==> src/rtl/seg_pkg.sv <==
// rtl/seg_pkg.sv - shared constants for the seven-segment scan driver
package seg_pkg;
  localparam logic [3:0] BLANK_CODE         = 4'hF;
  localparam int         DEFAULT_NUM_DIGITS = 4;
endpackage

==> src/rtl/scan_tick_gen.sv <==
// rtl/scan_tick_gen.sv - free-running prescaler producing one tick per digit slot
module scan_tick_gen #(
  parameter int CLK_DIV = 50000,
  localparam int CW     = $clog2(CLK_DIV)
) (
  input  logic          clk,
  input  logic          rst,
  output logic          tick,
  output logic [CW-1:0] count
);

  logic [CW-1:0] count_q;
  logic [CW-1:0] count_d;

  always_comb begin
    tick    = (count_q == CW'(CLK_DIV - 1));
    count_d = tick ? '0 : count_q + 1'b1;
  end

  always_ff @(posedge clk or posedge rst) begin
    if (rst) begin
      count_q <= '0;
    end else begin
      count_q <= count_d;
    end
  end

  assign count = count_q;

endmodule

==> src/rtl/seven_seg_scan_driver.sv <==
// rtl/seven_seg_scan_driver.sv - multiplexed BCD display scanner with frame-aligned
// double-buffered loads, leading-zero blanking and dead time between digits
module seven_seg_scan_driver
  import seg_pkg::*;
#(
  parameter int NUM_DIGITS = DEFAULT_NUM_DIGITS,
  parameter int CLK_DIV    = 50000,
  parameter int DEAD_CYC   = 2,
  localparam int CW        = $clog2(CLK_DIV),
  localparam int IDX_W     = (NUM_DIGITS > 1) ? $clog2(NUM_DIGITS) : 1
) (
  input  logic                    clk,
  input  logic                    rst,
  input  logic                    load,
  input  logic [4*NUM_DIGITS-1:0] digits_in,
  input  logic                    blank_lz,
  output logic [3:0]              digit_nibble,
  output logic [NUM_DIGITS-1:0]   digit_en,
  output logic                    frame_done
);

  logic          tick;
  logic [CW-1:0] count;

  scan_tick_gen #(
    .CLK_DIV (CLK_DIV)
  ) u_tick (
    .clk   (clk),
    .rst   (rst),
    .tick  (tick),
    .count (count)
  );

  logic [IDX_W-1:0]        idx_q, idx_d;
  logic [4*NUM_DIGITS-1:0] active_q, active_d;
  logic [4*NUM_DIGITS-1:0] pending_q, pending_d;
  logic                    pending_valid_q, pending_valid_d;
  logic [NUM_DIGITS-1:0]   digit_en_q, digit_en_d;
  logic [3:0]              digit_nibble_q, digit_nibble_d;
  logic                    frame_done_q, frame_done_d;

  logic                    boundary;
  logic [NUM_DIGITS-1:0]   lz;
  logic                    zero_run;
  logic [3:0]              cur_nib;
  logic                    cur_lz;
  logic [NUM_DIGITS-1:0]   onehot;

  always_comb begin
    boundary = tick && (idx_q == IDX_W'(NUM_DIGITS - 1));

    idx_d = idx_q;
    if (tick) begin
      idx_d = (idx_q == IDX_W'(NUM_DIGITS - 1)) ? '0 : idx_q + 1'b1;
    end

    // Boundary copy reads the old pending, so a coinciding load lands a frame later.
    active_d        = active_q;
    pending_d       = pending_q;
    pending_valid_d = pending_valid_q;
    if (boundary && pending_valid_q) begin
      active_d        = pending_q;
      pending_valid_d = 1'b0;
    end
    if (load) begin
      pending_d       = digits_in;
      pending_valid_d = 1'b1;
    end
  end

  always_comb begin
    lz       = '0;
    zero_run = 1'b1;
    for (int i = NUM_DIGITS - 1; i >= 1; i--) begin
      zero_run = zero_run & (active_q[i*4 +: 4] == 4'h0);
      lz[i]    = zero_run;
    end

    cur_nib = 4'h0;
    cur_lz  = 1'b0;
    onehot  = '0;
    for (int i = 0; i < NUM_DIGITS; i++) begin
      if (idx_q == IDX_W'(i)) begin
        cur_nib   = active_q[i*4 +: 4];
        cur_lz    = lz[i];
        onehot[i] = 1'b1;
      end
    end

    digit_nibble_d = (blank_lz && cur_lz) ? BLANK_CODE : cur_nib;
    digit_en_d     = (count >= CW'(DEAD_CYC)) ? onehot : '0;
    frame_done_d   = boundary;
  end

  always_ff @(posedge clk or posedge rst) begin
    if (rst) begin
      idx_q           <= '0;
      active_q        <= '0;
      pending_q       <= '0;
      pending_valid_q <= 1'b0;
      digit_en_q      <= '0;
      digit_nibble_q  <= BLANK_CODE;
      frame_done_q    <= 1'b0;
    end else begin
      idx_q           <= idx_d;
      active_q        <= active_d;
      pending_q       <= pending_d;
      pending_valid_q <= pending_valid_d;
      digit_en_q      <= digit_en_d;
      digit_nibble_q  <= digit_nibble_d;
      frame_done_q    <= frame_done_d;
    end
  end

  assign digit_en     = digit_en_q;
  assign digit_nibble = digit_nibble_q;
  assign frame_done   = frame_done_q;

endmodule

==> config.mk <==
export PLATFORM = sky130hd
export DESIGN_NAME = seven_seg_scan_driver
export DESIGN_NICKNAME = d
export VERILOG_FILES = /design/src/rtl/seg_pkg.sv /design/src/rtl/scan_tick_gen.sv /design/src/rtl/seven_seg_scan_driver.sv
export SDC_FILE = /design/constraint.sdc
export NUM_CORES = 1
export LEC_CHECK = 0
export ABC_CLOCK_PERIOD_IN_PS = 3170
export CELL_PAD_IN_SITES_DETAIL_PLACEMENT = 2
export CELL_PAD_IN_SITES_GLOBAL_PLACEMENT = 2
export CORE_MARGIN = 5
export CORE_UTILIZATION = 25
export DETAILED_ROUTE_END_ITERATION = 6
export PLACE_DENSITY = 0.59
export SETUP_SLACK_MARGIN = 0.02
export SYNTH_ARGS = -nofsm -noshare
export SYNTH_HDL_FRONTEND = slang
export SYNTH_HIERARCHICAL = 1
export SYNTH_SLANG_ARGS = --single-unit
export TNS_END_PERCENT = 30
==> constraint.sdc <==
create_clock -name clk -period 3.17 [get_ports clk]
set_input_delay 0.4755 -clock clk [delete_from_list [all_inputs] [get_ports clk]]
set_output_delay 0.4755 -clock clk [all_outputs]
set_load 0.01 [all_outputs]
### Word level (Yosys, flattened, before mapping)

Cells that the tools add are included.
W data, S select, Z words.

* register bits: 60
* word-level logic and storage cells: 42
* input bits: 20
* output and inout port bits: 9

* bitwise logic cells: 2
* reductions and logical operators: 8
* multiplexer cells: 17
* equality and inequality tests: 4
* add/sub/neg operators: 2
* $lt $le $gt $ge: 1

Operators by type and width (count)
* $mux W4: 6
* $add A16 B1 Y16 const B: 1
* $eq A16 B16 Y1 const B: 1
* $ge A16 B2 Y1 const B: 1
* $mux W16: 1
* $logic_not A4 Y1: 3
* $mux W1: 9
* $eq A2 B2 Y1 const B: 2
* $logic_and A1 B1 Y1: 3
* $add A2 B1 Y2 const B: 1
* $and A1 B1 Y1: 2
* $eq A2 B1 Y1 const B: 1
* $logic_not A2 Y1: 1
* $mux W2: 1
* $reduce_bool A2 Y1: 1

### Depth between registers and ports, before layout

* word-level depth: 8
* gate-level depth with buffers: 8
* depth with buffers taken out: 7

### Hierarchy

Netlist, hierarchy kept.

Modules (own cells, without submodules)
* seven_seg_scan_driver: times used 1, seq. area each 1106.1 um2, cells each 131, area each 1838.0 um2
* scan_tick_gen: times used 1, seq. area each 400.4 um2, cells each 68, area each 757.0 um2

### Worst setup path before layout

OpenSTA, ideal clock, no wires.

* kind: flip-flop to flip-flop
* from: register u_tick.count_q[4] (netlist: u_tick/count[4])
* to: register active_q[8]
* required time: 3.045 ns
* slack: 0.860 ns
* setup time: 0.125 ns
* buffers on the path: 1
* clock period less this slack: 2.310 ns
* stages on the path, launching flop included: 8
* data arrival time: 2.184 ns
* cells stage by stage: dfrtp_1 or4b_4 nor4_4 nand2_2 inv_2 nand2_4 buf_6 mux2_4

* word-level cells in the longest chain between the ends: 3

Ends and longest elaborated chain
* start: declaration: line scan_tick_gen.sv:12 `logic [CW-1:0] count_q;`
* start signal: assignment: line scan_tick_gen.sv:24 `count_q <= count_d;`
* $eq A16 B16 Y1: line scan_tick_gen.sv:16 `tick = (count_q == CW'(CLK_DIV - 1));`
* named net tick: line seven_seg_scan_driver.sv:22 `logic tick;`
* $logic_and A1 B1 Y1: line seven_seg_scan_driver.sv:50 `boundary = tick && (idx_q == IDX_W'(NUM_DIGITS - 1));`
* named net boundary: line seven_seg_scan_driver.sv:42 `logic boundary;`
* $logic_and A1 B1 Y1: line seven_seg_scan_driver.sv:61 `if (boundary && pending_valid_q) begin`
* end signal: assignment: line seven_seg_scan_driver.sv:106 `active_q <= active_d;`
* end: declaration: line seven_seg_scan_driver.sv:35 `logic [4*NUM_DIGITS-1:0] active_q, active_d;`

The timed path passes the listed nets, and every way through them passes these cells.
A chain may end at the register's enable or synchronous reset.

### Final worst setup path

Same ends and word-level chain as after synthesis.

==> flow_summary.json <==
{
  "synth_ff_type": "dfrtp_1",
  "cp-start-kind": "flop",
  "post-route-period-util_pct": 71.9,
  "die_area_sq_um": 12500,
  "yosys_warnings": 6,
  "slew_violations": 0,
  "place.gp.congestion": 0.801,
  "drive_gt1_share_pct": 26.4,
  "synth_nets": 224,
  "worstPathArrival_ns": 2.51,
  "place_hpwl_um": 3970,
  "final_cell_count_no_fill": 375,
  "crit_type": "flop to flop",
  "hold_viol": 0,
  "viasPerCell": 4.49,
  "syn_to_final_growth_pct": 25.0,
  "path_cells": "or4b_4 -> nor4_4 -> buf_4 -> nand2_2 -> inv_2 -> nand2_4 -> mux2_4",
  "clk_pin_slew_ns": 0.08,
  "synthArstFlopShare_pct": 100,
  "dieWidth_um": 112,
  "grt_max_degree": 45,
  "hp-class": "flop to flop",
  "path_max_fanout": 16,
  "critPathRequiredTime_ns": 3.40,
  "syn-instance-count": 199,
  "drt_iter0_drc": 31,
  "start_util_pct": 25.4,
  "synth.yosys.seq_area_share_pct": 58.1,
  "ctsHoldBuffers": 0,
  "routed_wl_um": 5630,
  "cts_tree": "yes",
  "fin_crit_ns": 2.28,
  "rsz0062_at_grt": "false",
  "p_leak_uw": 0.00140,
  "peakVddDrop_uv": 214,
  "slew_headroom_pct": 38.3,
  "numCtsBuffers": 9,
  "boundaryPins": 29,
  "antenna_cells": 0,
  "grt_use_total_pct": 9.96,
  "cts_setup_buffers": 0,
  "die_y_um": 112,
  "ctsLongestPathBuffers": 2,
  "setup_viol": 0,
  "dp_cells": 359,
  "synth_edf_count": 0,
  "tns_ns": 0,
  "cts_max_level": 3,
  "clock_sinks": 60,
  "ys_ff_latch": 60,
  "port_buffers": 28,
  "first_pass_iters": 4,
  "ys_types": 39,
  "antenna_left": 0,
  "wl_per_cell_um": 15.0,
  "cts_resized": 0,
  "crit_slowest_cell": "or4b_4",
  "slowest_delay_ns": 0.55,
  "status": "completed",
  "core-area_sq_um": 10200,
  "via_count": 1682,
  "antenna_found_initial": 0,
  "first_global_vias": 1912,
  "grt_pass1_wl_um": 9830,
  "rows": 37,
  "drc": 0,
  "power_density_nw_per_um2": 504,
  "synth.avg_cell_area_sq_um": 13.0,
  "worst_pin_slew_ns": 0.924,
  "final_nets": 259,
  "syn_area_sq_um": 2590,
  "max_cap_viol_count": 0,
  "fmax_mhz": 439,
  "grt-ovfl-total": 0,
  "cts-root-buf": "clkbuf_8",
  "cp-end-kind": "flop",
  "clock_skew_ns": 0.00717,
  "worstSkewPairLatency_ns": 0.35
}
cells by family after synthesis:
kind of cell,synth area share (%)
AO/OA/AOI/OAI,4.97
XOR/XNOR,4.05
adder cells (fa/ha/maj),2.41
buffers and inverters,2.60
flip-flops,58.1
multiplexers,14.6
AND/OR/NAND/NOR,13.4
final cells by class:
class | instances | area [sq um]
Tap cell | 136 | 170
Timing Repair Buffer | 29 | 288
Inverter | 9 | 33.8
Clock buffer | 9 | 124
Fill cell | 1067 | 6990
Multi-Input combinational cell | 125 | 1020
Clock inverter | 7 | 101
Sequential cell | 60 | 1510
where the power goes:
part	leakage, uW	total [uW]	switching [uW]	internal [uW]
clock	0.000106	772	327	446
combinational	0.000537	66.0	27.1	38.9
sequential	0.000762	797	10.6	786
total	0.00140	1630	364	1270
layer usage:
metal  wire length (um)  track usage (%)
met1               2530             11.8
met2               2810             16.3
met3                191             3.70
met4                 91             4.14
met5                  0                0
cells in the final DEF (no fill, tap or decap), types with 3 or more instances in the layout:
| master | netlist | layout |
|---|---|---|
| clkdlybuf4s50_1 | 0 | 28 |
| a21oi_1 | 5 | 5 |
| dfstp_2 | 4 | 4 |
| o21ai_0 | 3 | 3 |
| nand4_1 | 8 | 8 |
| xor2_1 | 7 | 7 |
| xnor2_1 | 5 | 5 |
| o32a_1 | 4 | 4 |
| ha_1 | 5 | 5 |
| mux2_2 | 30 | 30 |
| nand3_1 | 3 | 3 |
| inv_1 | 8 | 7 |
| clkbuf_8 | 0 | 9 |
| nor2_1 | 12 | 12 |
| nand2_1 | 9 | 9 |
| and2_1 | 3 | 3 |
| a221oi_1 | 4 | 4 |
| clkinv_4 | 0 | 3 |
| nor4_1 | 7 | 7 |
| dfrtp_1 | 56 | 56 |
Yosys cell counts, types with 2 or more instances:
cell       n  area, sq um
nor4_1     7         43.8
nand2_1    9         33.8
mux2_4     2         30.0
xnor2_1    5         43.8
nand3_1    3         15.0
or4bb_1    2         22.5
a21oi_1    5         25.0
xor2_1     7         61.3
dfstp_2    4          105
buf_2      3         15.0
nand4_1    8         50.1
mux2_2    30          338
a221oi_1   4         35.0
o21ai_0    3         15.0
ha_1       5         62.6
inv_1      8         30.0
nor2_1    12         45.0
dfrtp_1   56         1400
and2_1     3         18.8
o32a_1     4         40.0
worst max-delay path: cells and delay by family (launching register included):
family / cells / cell delay (ns)
AND/OR/NAND/NOR: 4 / 1.03
buffers and inverters: 2 / 0.33
flip-flops: 1 / 0.46
multiplexers: 1 / 0.33
metrics by stage:
stage	utilization [%]	instance area [sq um]	worst slack [ns]	total power, uW	hold WS (ns)
final	31.7	3240	0.891	1630	0.510
after global routing	31.7	3240	0.742	1710	0.529
after CTS	31.7	3240	0.848	1670	0.519
after detailed placement	29.5	3020	0.862	881	0.497
after global placement	29.5	3020	0.919	879	0.491
after floorplan	-	2590	0.860	844	0.389
registers in the layout (all words and copies together) (netlist names):
| name | flops |
|---|---|
| pending_valid_q | 1 |
| active_q | 16 |
| digit_en | 4 |
| frame_done | 1 |
| pending_q | 16 |
| digit_nibble | 4 |
| u_tick/count | 16 |
| idx_q | 2 |
path summary, 6_finish.rpt:
| path | startpoint | endpoint | slack (ns) | cells after the start |
|---|---|---|---|---|
| worst max-delay path | u_tick/count[4] | active_q[8] | 0.89 | 7 |
| worst max register to register | u_tick/count[4] | active_q[8] | 0.89 | 7 |
| min in group asynchronous | rst | u_tick/count[13] | 0.57 | 2 |
| worst min-delay path | pending_q[10] | active_q[10] | 0.51 | 1 |
| max in group asynchronous | rst | active_q[4] | 1.90 | 2 |
| worst min register to register | pending_q[10] | active_q[10] | 0.51 | 1 |
No activity file was read; power rests on OpenSTA's default activity.
